==> config.mk <==
export PLATFORM = sky130hd
export DESIGN_NAME = regfile_sb
export DESIGN_NICKNAME = d
export VERILOG_FILES = /design/src/rtl/regfile_pkg.sv /design/src/rtl/regfile_sb_rdport.sv /design/src/rtl/regfile_sb.sv
export SDC_FILE = /design/constraint.sdc
export NUM_CORES = 1
export LEC_CHECK = 0
export BUFFER_PORTS_ARGS = -buffer_cell sky130_fd_sc_hd__buf_2
export CORE_MARGIN = 2
export CORE_UTILIZATION = 25
export DETAILED_ROUTE_END_ITERATION = 16
export PLACE_DENSITY = 0.46
export SLEW_MARGIN = 20
export SYNTH_ARGS = -nofsm -noshare
export SYNTH_HDL_FRONTEND = slang
export SYNTH_HIERARCHICAL = 1
export SYNTH_SLANG_ARGS = --single-unit
export TNS_END_PERCENT = 100
==> constraint.sdc <==
create_clock -name clk -period 4.8 [get_ports clk]
set_clock_uncertainty 0.15 [all_clocks]
set_input_delay 0 -clock clk [delete_from_list [all_inputs] [get_ports clk]]
set_output_delay 0 -clock clk [all_outputs]
set_load 0.05 [all_outputs]
==> src/rtl/regfile_pkg.sv <==
// Shared types and helpers for the regfile_sb register file.
package regfile_pkg;

  typedef enum logic {
    INIT,
    READY
  } rf_state_t;

  localparam int unsigned REG_ZERO = 0;

  function automatic logic addr_is_zero(input logic [31:0] addr);
    return addr == 32'(REG_ZERO);
  endfunction

endpackage

==> src/rtl/regfile_sb_rdport.sv <==
// One combinational read port: x0/INIT masking and optional write-through forwarding.
// Optional feature: REGFILE_BYPASS_EN (same-cycle writeback forwarding).
module regfile_sb_rdport
  import regfile_pkg::*;
#(
  parameter int unsigned XLEN = 32,
  parameter int unsigned AW   = 5
) (
  input  logic            ready,
  input  logic [AW-1:0]   addr,
  input  logic [XLEN-1:0] reg_data,
  input  logic            reg_busy,
`ifdef REGFILE_BYPASS_EN
  input  logic            wr_en,
  input  logic [AW-1:0]   wr_addr,
  input  logic [XLEN-1:0] wr_data,
  input  logic            iss_en,
  input  logic [AW-1:0]   iss_addr,
`endif
  output logic [XLEN-1:0] data,
  output logic            busy
);

  always_comb begin
    data = '0;
    busy = 1'b0;
    if (ready && !addr_is_zero(32'(addr))) begin
      data = reg_data;
      busy = reg_busy;
`ifdef REGFILE_BYPASS_EN
      // A same-cycle re-issue of the written register keeps it busy.
      if (wr_en && !addr_is_zero(32'(wr_addr)) && (addr == wr_addr)) begin
        data = wr_data;
        busy = iss_en && (iss_addr == wr_addr);
      end
`endif
    end
  end

endmodule

==> src/rtl/regfile_sb.sv <==
// Integer register file with busy scoreboard and post-reset clear sweep.
// Optional feature: REGFILE_BYPASS_EN (forwarding in the read ports).
module regfile_sb
  import regfile_pkg::*;
#(
  parameter  int unsigned XLEN  = 32,
  parameter  int unsigned NREGS = 32,
  parameter  int unsigned NRD   = 2,
  localparam int unsigned AW    = $clog2(NREGS)
) (
  input  logic              clk,
  input  logic              rst,
  output logic              init_done,
  input  logic [NRD*AW-1:0] rd_addr,
  output logic [NRD*XLEN-1:0] rd_data,
  output logic [NRD-1:0]    rd_busy,
  input  logic              iss_en,
  input  logic [AW-1:0]     iss_addr,
  input  logic              wr_en,
  input  logic [AW-1:0]     wr_addr,
  input  logic [XLEN-1:0]   wr_data
);

  logic [XLEN-1:0] regs [NREGS];
  logic [NREGS-1:0] busy;
  rf_state_t        state, state_d;
  logic [AW-1:0]    cnt;
  logic             ready;
  logic             sweep_last;
  logic             wr_ok, iss_ok;

  assign ready      = (state == READY);
  assign sweep_last = (cnt == AW'(NREGS - 1));
  assign wr_ok      = ready && wr_en && !addr_is_zero(32'(wr_addr));
  assign iss_ok     = ready && iss_en && !addr_is_zero(32'(iss_addr));

  always_comb begin
    state_d = state;
    case (state)
      INIT:    if (sweep_last) state_d = READY;
      READY:   state_d = READY;
      default: state_d = INIT;
    endcase
  end

  always_ff @(posedge clk) begin
    if (rst) begin
      state     <= INIT;
      cnt       <= AW'(1);
      init_done <= 1'b0;
    end else begin
      state     <= state_d;
      init_done <= (state_d == READY);
      if (state == INIT) cnt <= cnt + AW'(1);
    end
  end

  // Storage has no reset; the sweep clears it one entry per cycle instead.
  always_ff @(posedge clk) begin
    if (!rst) begin
      if (state == INIT) regs[cnt] <= '0;
      else if (wr_ok)    regs[wr_addr] <= wr_data;
    end
  end

  // Issue is applied after writeback so a same-cycle issue leaves the bit set.
  always_ff @(posedge clk) begin
    if (rst) begin
      busy <= '0;
    end else begin
      if (wr_ok)  busy[wr_addr]  <= 1'b0;
      if (iss_ok) busy[iss_addr] <= 1'b1;
    end
  end

  for (genvar k = 0; k < NRD; k++) begin : g_rd
    logic [AW-1:0] a;
    assign a = rd_addr[k*AW +: AW];

    regfile_sb_rdport #(
      .XLEN(XLEN),
      .AW  (AW)
    ) u_rdport (
      .ready   (ready),
      .addr    (a),
      .reg_data(regs[a]),
      .reg_busy(busy[a]),
`ifdef REGFILE_BYPASS_EN
      .wr_en   (wr_en),
      .wr_addr (wr_addr),
      .wr_data (wr_data),
      .iss_en  (iss_en),
      .iss_addr(iss_addr),
`endif
      .data    (rd_data[k*XLEN +: XLEN]),
      .busy    (rd_busy[k])
    );
  end

endmodule
After elaboration in Yosys (flattened, before gate mapping)
Memory sizes are Yosys's and may differ from the RTL's. Index checks and enable logic that the tools add are counted.

Add/subtract/negate cells: 1. Multiply operators: 0. Divide/modulo/power cells: 0. Magnitude comparators: 6. Equal/unequal tests: 1. Shift-type cells: 0. Muxes and demuxes: 27. Bitwise gates (word level): 4. Reduce and logical (&&, ||, !) cells: 17.

Operators with widths (number): 32-bit 2-to-1 mux (6); 32-bit AND (1); 32-bit NOT (1); 32-bit OR (1); 32-bit OR reduction (1); 5-bit by 6-bit < comparator with 1-bit output (second input constant) (4); 5-bit logical NOT (4); 1-bit 2-to-1 mux (15); 1-bit binary-select mux with 5-bit select (2); 1-bit demux with 5-bit select (2); 5-bit by 1-bit greater-or-equal comparator with 1-bit output (second input constant) (2); 1-bit logical AND (8); 5-bit by 1-bit adder with 5-bit output (second input constant) (1); 5-bit == test (second input constant) (1); 5-bit 2-to-1 mux (1); 1-bit logical NOT (4); 1-bit case mux with 2 select lines (1); 1-bit NOT (1).

Flip-flop bits (word level): 38. Bits in latches: 0. RAM bits: 1024. Memory bits (read-only): 0. Input port bits: 56. Output and inout port bits: 67. Memories: 1.

Memory list: regs (words 32, bits a word 32, read ports 2, clocked after Yosys merged registers in 0, wr ports 1, RTL line regfile_sb.sv:24) `logic [XLEN-1:0] regs [NREGS];`.

Depth between registers and ports, before layout
Depth after elaboration: 10. Gate-level depth with buffers: 10. Depth with buffers taken out: 7.

By module
Netlist, hierarchy kept.

By module, submodules not included: regfile_sb (times used 1, cells each 3725, area each 50966.4 um2, seq. area each 31510.2 um2); regfile_sb_rdport (times used 2, cells each 78, area each 385.4 um2, seq. area each 0.0 um2).

Worst setup path before layout
No wires, ideal clock.

Path type: flip-flop to flip-flop. Start point: register state (netlist: ready). End point: memory regs[0][0] (enable). Library setup time: 0.501 ns. Arrival: 4.641 ns. Data required time: 4.149 ns. Setup slack: -0.493 ns. Stages on the path, launching flop included: 6. Path through: dfxtp_1 -> and3b_1 -> a21boi_4 -> nor3b_2 -> nor2_1 -> nor4_1.

Cells in the longest elaborated chain, start to end: 8.

RTL lines: from (decl) (RTL line regfile_sb.sv:26) `rf_state_t state, state_d;`; from (signal assigned) (RTL line regfile_sb.sv:52) `state <= state_d;`; 1-bit logical AND (2 in series) (RTL line regfile_sb.sv:34) `assign wr_ok = ready && wr_en && !addr_is_zero(32'(wr_addr));`; 1-bit 2-to-1 mux (RTL line regfile_sb.sv:62) `else if (wr_ok) regs[wr_addr] <= wr_data;`; 1-bit 2-to-1 mux (RTL line regfile_sb.sv:61) `if (state == INIT) regs[cnt] <= '0;`; 1-bit 2-to-1 mux (RTL line regfile_sb.sv:60) `if (!rst) begin`; 1-bit 2-to-1 mux (implied by the code) (RTL line regfile_sb.sv:62); 32-bit OR reduction (no line); 5-bit 2-to-1 mux (no line) or 1-bit 2-to-1 mux (tied branches); to (decl) (RTL line regfile_sb.sv:24).

Parallel ways exist; a longest one is shown, timed or not.

Worst setup path after layout
Start point: register state (netlist: ready). End point: memory regs[26][9] (enable).

The elaborated chain is that of the path after synthesis.

==> reports/metrics.cfg <==
[outcome]
status=finished clean

[setup_path]
required_ns=5.08
crit_path_end_kind=flop
crit_arrival_ns=3.89
start_kind=flop
crit_type=flop to flop
crit_path_cell_trace=and3b_1 > a21boi_4 > buf_4 > a31oi_2 > nor2_4 > buf_12
worstSetupStartpoint=ready$_SDFF_PP0_
cp_slowest_cell=nor2_4
critPathMaxFanout=35
r2r_cells=6
cp_top_family=simple AND/OR/NAND/NOR gates
timing.rr.start=ready$_SDFF_PP0_
path_buf_inv=2
crit_path_max_incr_delay_ns=0.86
cp.depth=6

[route]
dr.pass1.iters=5
routed_wl_um=192600
vias=34830
via_per_inst=5.093
drc_errors=0
drt_iter0_drc=2743
ant_nets=0
wl_per_cell_um=28.16

[timing]
fin_setup_tns_ns=0
worst_pin_slew_ns=1.133
fmax_ghz=0.2772
relSlewSlack_pct=24.31
maxSlewViolCount=0
rsz0062_at_grt=false
setup_viol=0
fin_crit_ns=3.607
hold_viol_final=0
fin_crit_sh_pct=75.15

[floorplanning]
die_w_um=458.9
start_util_pct=25.21
die_height_um=458.9
core-area_mm2=0.2052
dieArea_mm2=0.2106
rows=166
ioPinCount=123

[logic_synthesis]
seq_area_frac_synth_pct=60.90
synth-seq-cells=1062
syn-instance-count=3881
synth_area_per_cell_um2=13.33
syn_area_mm2=0.05174
synth_fp_nets=3939
synth_area_leaders=edfxtp_1 (59%), mux2i_1 (20%), a22oi_1 (2.9%)
synth_top_area_share_pct=59.43
yosysWarnings=6
yosysUniqueCellTypes=41
synth_top_area_cell=edfxtp_1

[place]
dp.cells=6559
place_area_mm2=0.05639
io_buffers=122
gp_congestion=0.8236
detailed_place_hpwl_um=118600

[flow_run]
max_cap_viol_count=0

[global_route]
antenna_found_initial=10
grt_max_degree=65
grt_pass1_vias=35450
grt-ovfl-total=0
grt_util_all_layers_pct=17.78
grt_pass1_wl_um=268800

[cts]
cts_max_level=3
clk_pin_slew_ns=0.06
clk_latency_ns=0.73
cts_max_path_buffers=3
cts_buffers=119
root_buffer=clkbuf_16
postCtsSetupRepairBufs=0
cts.sinks=1062
cts_tree=yes

[min_path]
worstHoldPathCells=2
hold_class=input port to flop
hold_start=wr_data[27]

[layout]
fillerInstances=20700
fin_nets=4110
register_area_mm2=0.03151
area_growth_pct=17.45
drive_gt1_share_pct=12.87
stdcell_area_mm2=0.06077
finalNonFillerCells=6839
multi_input_area_mm2=0.01907

[power]
power_density_mw_per_mm2=342.5
max-vdd-ir-drop_v=0.0003138
leakagePower_nw=21.14

## report_power, final
group	switching (mW)	internal (mW)	total (mW)
registers	0.0423	10.1	10.2
clock network	3.84	5.10	8.93
logic	1.14	0.585	1.72
total	5.02	15.8	20.8
## registers in the layout, summed over array words and instances (netlist names)
signal  cells
ready       1
regs     1024
busy       32
cnt         5
## cell families after synthesis
kind of cell             synth area share [%]
XOR/XNOR                              0.03386
flip-flops                              60.90
multiplexers                            20.49
adder cells (fa/ha/maj)               0.04836
AO/OA/AOI/OAI                           9.260
buffers and inverters                   2.851
AND/OR/NAND/NOR                         6.414
## placed cells by master (no fill, tap or decap), types with 28 or more instances in the layout
cell type	n
dlygate4sd3_1	59
a21oi_1	290
nor3_1	70
buf_4	128
buf_12	43
clkbuf_1	29
clkbuf_16	121
buf_2	120
a31oi_1	66
nand2_1	304
dfxtp_1	37
nand3_1	208
edfxtp_1	1024
a22o_1	132
clkinv_1	28
mux2i_1	1059
a22oi_1	200
o21ai_0	29
nor2_4	28
## cell type report
| type | instances | area share [%] |
|---|---|---|
| clock inverter | 68 | 0.9904 |
| clock buffer | 151 | 5.185 |
| tap | 2688 | 5.535 |
| timing repair buffer | 353 | 5.032 |
| inverter | 2 | 0.01235 |
| multi-input combinational | 2514 | 31.38 |
| antenna | 1 | 0.004118 |
| sequential | 1062 | 51.86 |
## final timing paths
| kind | end | slack, ns |
|---|---|---|
| setup / recovery | regs[26][9]$_DFFE_PP_ | 1.19 |
| hold / removal | regs[20][27]$_DFFE_PP_ | 0.05 |
| setup reg to reg | regs[26][9]$_DFFE_PP_ | 1.19 |
| hold reg to reg | busy[0]$_SDFF_PP0_ | 0.34 |
## per-layer routing
metal | global-route usage [%] | share of wire (%) | vias to the layer above
met5 | 0 | 0 | -
met4 | 5.779 | 3.1 | 0
met3 | 1.903 | 3.8 | 264
met2 | 31.29 | 50 | 958
met1 | 22.72 | 43 | 18160
li1 | - | - | 15450
## synthesized netlist by cell type, drive strengths merged
cell,n
nor2b,16
xor2,1
mux2i,1059
nor4,6
dfxtp,38
inv,2
o21bai,1
clkbuf,121
nand2,306
o21ai,32
nor2,49
edfxtp,1024
nand3,208
nand2b,13
a31oi,67
a22oi,200
a21boi,1
and3,1
nand3b,5
o32a,1
and3b,1
a22o,132
nand4,2
a21oi,296
or2,4
xnor2,1
ha,2
buf,182
nor3,71
o31ai,1
nor3b,2
and2,36
## through the flow
step | hold WS, ns | setup WS (ns) | total power, mW | utilization [%]
floorplan | -0.002299 | -0.4925 | 11.33 | -
global placement | 0.1635 | 1.212 | 12.05 | 27.48
detailed placement | 0.1687 | 1.173 | 12.05 | 27.48
CTS | 0.006158 | 1.160 | 20.99 | 29.54
global route | 0.09586 | 1.057 | 21.41 | 29.61
finish | 0.04672 | 1.193 | 20.81 | 29.61
## what timing repair did
item,4_1_cts,5_1_grt
hold buffers,47,12
endpoints found under the hold margin,545,384
gates resized for setup,0,0
Power figures use the tool's default switching activity.
